$ cat src/rtl/decode_stage.sv
// Decode stage: turns a fetched RV32I/RV32M instruction into a registered
// control word, holds one entry, and inserts a bubble on a load-use hazard.

package rv32i_types;

    localparam logic [6:0] OP_LUI   = 7'b0110111;
    localparam logic [6:0] OP_AUIPC = 7'b0010111;
    localparam logic [6:0] OP_JAL   = 7'b1101111;
    localparam logic [6:0] OP_JALR  = 7'b1100111;
    localparam logic [6:0] OP_BR    = 7'b1100011;
    localparam logic [6:0] OP_LOAD  = 7'b0000011;
    localparam logic [6:0] OP_STORE = 7'b0100011;
    localparam logic [6:0] OP_IMM   = 7'b0010011;
    localparam logic [6:0] OP_REG   = 7'b0110011;

    localparam logic [2:0] ALU_ADD = 3'b000;
    localparam logic [2:0] ALU_SRA = 3'b010;
    localparam logic [2:0] ALU_SUB = 3'b011;

    localparam logic [2:0] CMP_BLT  = 3'b100;
    localparam logic [2:0] CMP_BLTU = 3'b110;

    localparam logic       MUX1_RS1 = 1'b0;
    localparam logic       MUX1_PC  = 1'b1;

    localparam logic [2:0] MUX2_I_IMM = 3'd0;
    localparam logic [2:0] MUX2_U_IMM = 3'd1;
    localparam logic [2:0] MUX2_B_IMM = 3'd2;
    localparam logic [2:0] MUX2_S_IMM = 3'd3;
    localparam logic [2:0] MUX2_J_IMM = 3'd4;
    localparam logic [2:0] MUX2_RS2   = 3'd5;

    localparam logic       CMPMUX_RS2   = 1'b0;
    localparam logic       CMPMUX_I_IMM = 1'b1;

    localparam logic [3:0] RF_ALU   = 4'd0;
    localparam logic [3:0] RF_BR_EN = 4'd1;
    localparam logic [3:0] RF_U_IMM = 4'd2;
    localparam logic [3:0] RF_LW    = 4'd3;
    localparam logic [3:0] RF_PC4   = 4'd4;
    localparam logic [3:0] RF_LB    = 4'd5;
    localparam logic [3:0] RF_LBU   = 4'd6;
    localparam logic [3:0] RF_LH    = 4'd7;
    localparam logic [3:0] RF_LHU   = 4'd8;

    typedef struct packed {
        logic        valid;
        logic        illegal;
        logic        muldiv;
        logic [6:0]  opcode;
        logic [2:0]  funct3;
        logic [2:0]  aluop;
        logic [2:0]  cmpop;
        logic        alumux1_sel;
        logic [2:0]  alumux2_sel;
        logic [3:0]  regfilemux_sel;
        logic        cmpmux_sel;
        logic        load_regfile;
        logic        use_rd;
        logic        mem_read;
        logic        mem_write;
        logic        br_sel;
        logic [31:0] instr;
        logic [31:0] pc;
    } rv32i_control_word;

endpackage

// Handshake: a transfer happens on a rising edge where valid and ready are
// both high; valid never waits on ready, and offered data stays put until
// it is taken (or flushed).
module decode_stage
    import rv32i_types::*;
#(
    parameter int XLEN     = 32,
    parameter int ENABLE_M = 1,
    parameter int CNT_W    = 32
) (
    input  logic              clk,
    input  logic              rst,
    input  logic              in_valid,
    output logic              in_ready,
    input  logic [31:0]       instr_i,
    input  logic [XLEN-1:0]   pc_i,
    input  logic              flush,
    input  logic              ex_load_valid,
    input  logic [4:0]        ex_load_rd,
    output logic              out_valid,
    input  logic              out_ready,
    output rv32i_control_word ctrl_o,
    output logic [CNT_W-1:0]  bubble_cnt
);

    localparam logic [0:0] S_EMPTY = 1'b0;
    localparam logic [0:0] S_FULL  = 1'b1;

    logic [0:0]        state;
    rv32i_control_word dec;
    logic              bad;
    logic [6:0]        opcode;
    logic [6:0]        funct7;
    logic [2:0]        funct3;
    logic [4:0]        rs1;
    logic [4:0]        rs2;
    logic              rs1_used;
    logic              rs2_used;
    logic              hazard;
    logic              slot_free;
    logic              accept;

    assign opcode = instr_i[6:0];
    assign funct3 = instr_i[14:12];
    assign rs1    = instr_i[19:15];
    assign rs2    = instr_i[24:20];
    assign funct7 = instr_i[31:25];

    // The upper immediate / jump offset occupies the rs1 field for these.
    assign rs1_used = !(opcode == OP_LUI || opcode == OP_AUIPC || opcode == OP_JAL);
    assign rs2_used = (opcode == OP_REG) || (opcode == OP_BR) || (opcode == OP_STORE);

    assign hazard = in_valid && ex_load_valid && (ex_load_rd != 5'd0) &&
                    ((rs1_used && rs1 == ex_load_rd) || (rs2_used && rs2 == ex_load_rd));

    // The single entry can take a new instruction if it is empty or being drained now.
    assign slot_free = (state == S_EMPTY) || out_ready;
    assign in_ready  = !rst && !flush && !hazard && slot_free;
    assign accept    = in_valid && in_ready;

    // out_valid is the FSM state bit itself, so it doubles as the state probe.
    assign out_valid = (state == S_FULL);

    // Combinational decode of the offered instruction into a control word.
    always_comb begin
        bad                = 1'b0;
        dec                = '0;
        dec.valid          = 1'b1;
        dec.opcode         = opcode;
        dec.funct3         = funct3;
        dec.instr          = instr_i;
        dec.pc             = 32'(pc_i);
        dec.aluop          = funct3;
        dec.cmpop          = funct3;
        dec.use_rd         = 1'b1;
        dec.alumux1_sel    = MUX1_RS1;
        dec.alumux2_sel    = MUX2_I_IMM;
        dec.regfilemux_sel = RF_ALU;
        dec.cmpmux_sel     = CMPMUX_RS2;
        case (opcode)
            OP_LUI: begin
                dec.load_regfile   = 1'b1;
                dec.regfilemux_sel = RF_U_IMM;
            end
            OP_AUIPC: begin
                dec.load_regfile = 1'b1;
                dec.alumux1_sel  = MUX1_PC;
                dec.alumux2_sel  = MUX2_U_IMM;
                dec.aluop        = ALU_ADD;
            end
            OP_JAL: begin
                dec.load_regfile   = 1'b1;
                dec.alumux1_sel    = MUX1_PC;
                dec.alumux2_sel    = MUX2_J_IMM;
                dec.aluop          = ALU_ADD;
                dec.regfilemux_sel = RF_PC4;
                dec.br_sel         = 1'b1;
            end
            OP_JALR: begin
                dec.load_regfile   = 1'b1;
                dec.aluop          = ALU_ADD;
                dec.regfilemux_sel = RF_PC4;
                dec.br_sel         = 1'b1;
                bad                = (funct3 != 3'b000);
            end
            OP_BR: begin
                dec.alumux1_sel = MUX1_PC;
                dec.alumux2_sel = MUX2_B_IMM;
                dec.aluop       = ALU_ADD;
                dec.br_sel      = 1'b1;
                dec.use_rd      = 1'b0;
                bad             = (funct3[2:1] == 2'b01);
            end
            OP_LOAD: begin
                dec.load_regfile = 1'b1;
                dec.mem_read     = 1'b1;
                dec.aluop        = ALU_ADD;
                case (funct3)
                    3'b000:  dec.regfilemux_sel = RF_LB;
                    3'b001:  dec.regfilemux_sel = RF_LH;
                    3'b010:  dec.regfilemux_sel = RF_LW;
                    3'b100:  dec.regfilemux_sel = RF_LBU;
                    3'b101:  dec.regfilemux_sel = RF_LHU;
                    default: bad = 1'b1;
                endcase
            end
            OP_STORE: begin
                dec.mem_write   = 1'b1;
                dec.alumux2_sel = MUX2_S_IMM;
                dec.aluop       = ALU_ADD;
                dec.use_rd      = 1'b0;
                bad             = (funct3 > 3'd2);
            end
            OP_IMM: begin
                dec.load_regfile = 1'b1;
                case (funct3)
                    3'b010: begin
                        dec.cmpop          = CMP_BLT;
                        dec.cmpmux_sel     = CMPMUX_I_IMM;
                        dec.regfilemux_sel = RF_BR_EN;
                    end
                    3'b011: begin
                        dec.cmpop          = CMP_BLTU;
                        dec.cmpmux_sel     = CMPMUX_I_IMM;
                        dec.regfilemux_sel = RF_BR_EN;
                    end
                    3'b001:  bad = (funct7 != 7'h00);
                    3'b101: begin
                        if (funct7 == 7'h20) dec.aluop = ALU_SRA;
                        else if (funct7 != 7'h00) bad = 1'b1;
                    end
                    default: ;
                endcase
            end
            OP_REG: begin
                dec.load_regfile = 1'b1;
                dec.alumux2_sel  = MUX2_RS2;
                if (funct7 == 7'h00) begin
                    if (funct3 == 3'b010 || funct3 == 3'b011) begin
                        dec.cmpop          = (funct3 == 3'b010) ? CMP_BLT : CMP_BLTU;
                        dec.regfilemux_sel = RF_BR_EN;
                    end
                end else if (funct7 == 7'h20 && funct3 == 3'b000) begin
                    dec.aluop = ALU_SUB;
                end else if (funct7 == 7'h20 && funct3 == 3'b101) begin
                    dec.aluop = ALU_SRA;
                end else if (funct7 == 7'h01 && ENABLE_M != 0) begin
                    dec.muldiv = 1'b1;
                end else begin
                    bad = 1'b1;
                end
            end
            default: bad = 1'b1;
        endcase
        // Illegal instructions still flow down the pipe, but with every side effect stripped.
        if (bad) begin
            dec.illegal      = 1'b1;
            dec.load_regfile = 1'b0;
            dec.mem_read     = 1'b0;
            dec.mem_write    = 1'b0;
            dec.br_sel       = 1'b0;
        end
    end

    // One-entry FSM and output register; flush beats everything, then accept, then drain.
    always_ff @(posedge clk or posedge rst) begin
        if (rst) begin
            state  <= S_EMPTY;
            ctrl_o <= '0;
        end else if (flush) begin
            state <= S_EMPTY;
        end else if (accept) begin
            state  <= S_FULL;
            ctrl_o <= dec;
        end else if (slot_free) begin
            state <= S_EMPTY;
        end
    end

    // Count load-use bubbles, saturating at all-ones.
    always_ff @(posedge clk or posedge rst) begin
        if (rst) begin
            bubble_cnt <= '0;
        end else if (!flush && hazard && slot_free && bubble_cnt != '1) begin
            bubble_cnt <= bubble_cnt + CNT_W'(1);
        end
    end

endmodule

$ cat config.mk
export PLATFORM = sky130hd
export DESIGN_NAME = decode_stage
export DESIGN_NICKNAME = d
export VERILOG_FILES = /design/src/rtl/decode_stage.sv
export SDC_FILE = /design/constraint.sdc
export NUM_CORES = 1
export LEC_CHECK = 0
export CAP_MARGIN = 20
export CORE_UTILIZATION = 40
export DETAILED_ROUTE_END_ITERATION = 12
export GPL_TIMING_DRIVEN = 1
export PLACE_DENSITY = 0.73
export SLEW_MARGIN = 10
export SYNTH_ARGS = -nofsm -noshare
export SYNTH_HDL_FRONTEND = slang
export SYNTH_SLANG_ARGS = --single-unit
$ cat constraint.sdc
create_clock -name clk -period 5.2 [get_ports clk]
set_clock_uncertainty 0.2 [all_clocks]
set_input_delay 1.04 -clock clk [delete_from_list [all_inputs] [get_ports clk]]
set_output_delay 1.04 -clock clk [all_outputs]
set_load 0.01 [all_outputs]
==> metrics.md <==
| Metric | Value |
|---|---|
| Via-to-Cell Ratio | `5.09` |
| Critical path class | `primary input to primary output` |
| GRT Total Usage | `23.3%` |
| Proportion of power drawn by combinational gates | `19.2%` |
| First-pass GRT wire length | `26,000 um` |
| Num CTS Buffers | `17` |
| Commonest non-fill, non-tap cells in the layout | `nand2_1, clkdlybuf4s50_1, dfrtp_1` |
| Rows | `42` |
| WL final | `16,300 um` |
| Seq/Total Area, Yosys | `53.7%` |
| Synth area leader | `dfrtp_1` |
| Overflow after GRT | `0` |
| Die area | `14,500 um^2` |
| Post-synth EDFFs | `0` |
| Relative slew slack | `47.8%` |
| Post-synthesis cell count | `617` |
| Fin. Hold Viols | `0` |
| Pint | `0.00217 W` |
| Layout fillers | `1,108` |
| VDD IR max | `0.191 mV` |
| Area growth syn-to-layout | `49.8%` |
| Fraction of layout cells with a size suffix above 1 | `7.06%` |
| Initial antenna violation count | `0` |
| Sw Share | `24.5%` |
| Cts hold-fix bufs | `0` |
| Worst slew pin tran | `0.777 ns` |
| Reg2reg path depth | `6` |
| HPWL after DPL | `11,800 um` |
| Initial core utilization | `41.6%` |
| Startpoint Class | `primary input` |
| Final Cycle Share | `93.3%` |
| Asr flop ratio synth | `100%` |
| Max-slew violation count | `0` |
| Via count | `5,070` |
| # Post-CTS Setup Buffers | `0` |
| LEAKAGE | `3.82 nW` |
| Sequential cell area | `3000 um^2` |
| Yosys cell types | `55` |
| Vias in the first global route | `5,034` |
| CP Data Arrival Time | `3.61 ns` |
| Die height | `120 um` |
| Die Wd | `120 um` |
| Power Dens Cells | `344 nW/um^2` |
| Seq pwr share | `38.2%` |
| Multi-input combinational cell area | `2350 um^2` |
| # Max-Cap Violations | `0` |
| Io pins | `206` |
| Clock transition at path regs | `0.05 ns` |
| Req. time, crit path | `3.96 ns` |
| Total chip power | `0.00288 W` |
| Synth Cell Area | `5590 um^2` |
| Number of port buffers | `205` |
| CTS Sinks | `120` |
| Nets@finish | `884` |
| RSZ-0062 raised after global routing | `no` |
| Prevailing post-synth register cell | `dfrtp_1` |
| Most common cell after layout, fill and taps aside | `nand2_1` |
| Hold Crit Depth | `2` |
| Final setup TNS | `0 ns` |
| DRT iter0 DRCs | `328` |
| Worst min path class | `flop to flop` |
| Syn Nets | `693` |
| Worst Path Max Fanout | `4` |
| Critical R2R Launch | `bubble_cnt[2]` |
| Final setup violation count | `0` |
| Synthesized area per cell | `9.06 um^2` |
| Worst flop-to-flop path endpoint | `bubble_cnt[29]` |
| Largest net degree at the start of global routing | `106` |
| Hold_sp | `ctrl_o[42]` |
| Average routed wire per standard cell | `16.3 um` |
| Net Sw Power | `0.000707 W` |
| Final ANT Viol Nets | `0` |
| Hold Path Sink | `ctrl_o[42]` |
| Warnings from Yosys | `0` |
| CTS root buf | `clkbuf_16` |
| H-tree depth | `4` |
| Diodes inserted | `0` |
| Post-CTS Resized | `0` |
| Worst-Skew Late Latency | `0.41 ns` |
| Longest Clk Path Bufs | `2` |
| Clk network pwr share | `42.6%` |
| Worst R2R Setup Slack | `2.49 ns` |
| CTS tree | `built` |
| Worst setup path start | `ex_load_rd[1]` |
| DRC Markers | `0` |
| First-pass DRT Iterations | `4` |
| Placeable Area | `13,500 um^2` |
| Synth top area share | `53.7%` |
| Outcome | `finished, final reports clean` |
| #FFs+latches synth | `120` |
| RePlAce Congestion | `0.905` |
| Clock period minus worst slack | `4.85 ns` |
| Top achievable clock speed | `0.206 GHz` |
| Area contributors post-synth | `dfrtp_1, nand2_1, xnor2_1, xor2_1, nor2_1` |
| CP endpoint kind | `primary output` |
[Yosys cell counts (3+ instances only)]
cell	instances
nor2_1	33
a21o_1	3
o21ai_0	14
nor4_1	5
a21oi_1	13
or3_1	3
a31oi_1	4
buf_6	3
or4_1	4
inv_1	9
o211ai_1	5
clkbuf_1	27
nand2b_1	7
nand4_1	16
dfrtp_1	120
o41ai_1	4
xor2_1	16
buf_4	11
and3_1	5
nand2_1	222
o31ai_1	4
nor3_1	8
xnor2_1	25
and4_1	3
nor2b_1	3
nand3_1	14
[per-layer routing]
layer / wire, um / GRT usage (%) / vias to the layer above
li1: - / - / 2426
met4: 234 / 8.64 / 0
met2: 8290 / 39.3 / 193
met1: 6760 / 29.0 / 2432
met5: 0 / 0 / -
met3: 1020 / 5.75 / 19
[registers in the layout (all words and copies together) (netlist names)]
signal	count
ctrl_o	87
bubble_cnt	32
out_valid	1
[power groups by stage]
stage	registers, W	logic [W]	clock network, W
after floorplan	0.00116	0.000170	0
after global placement	0.00111	0.000547	0
after detailed placement	0.00112	0.000556	0
after CTS	0.00110	0.000559	0.00125
after global routing	0.00112	0.000598	0.00130
final	0.00110	0.000552	0.00123
[cells by family (layout without fill, tap and decap cells)]
kind of cell | Yosys count | after routing | share of synthesized area, %
AO/OA/AOI/OAI | 59 | 59 | 6.92
adder cells (fa/ha/maj) | 1 | 1 | 0.224
multiplexers | 2 | 2 | 0.380
XOR/XNOR | 41 | 41 | 6.42
buffers and inverters | 51 | 255 | 4.59
flip-flops | 120 | 120 | 53.7
AND/OR/NAND/NOR | 343 | 343 | 27.8
[stage by stage]
stage	hold WS [ns]	area (um^2)	instances	worst slack (ns)	util [%]
final	0.269	8380	997	0.346	62.3
after global routing	0.298	8380	997	0.282	62.3
after CTS	0.275	8380	997	0.339	62.3
after detailed placement	0.261	7750	965	0.366	57.6
after global placement	0.249	7750	965	0.478	57.6
after floorplan	0.304	5590	617	0.774	-
[worst max-delay path by stage]
stage	end	slack (ns)
2_1_floorplan	bubble_cnt[0]	0.77
3_3_place_gp	in_ready	0.48
3_5_place_dp	in_ready	0.37
4_1_cts	in_ready	0.34
5_1_grt	in_ready	0.28
6_report	in_ready	0.35
[cell type report]
cell class                      instances  area share (%)
Clock inverter                          8            1.37
Sequential cell                       120            35.8
Inverter                                9           0.433
Multi-Input combinational cell        446            28.0
Tap cell                              176            2.63
Timing Repair Buffer                  214            25.6
Clock buffer                           24            6.11
[worst max-delay path: stages]
cell             delay [ns]
clkdlybuf4s50_1        0.51
or4_1                  0.60
o211ai_1               0.26
or4_2                  0.24
nand2_1                0.08
nor3_1                 0.28
clkdlybuf4s50_1        0.61
No activity file was read; power rests on OpenSTA's default activity.
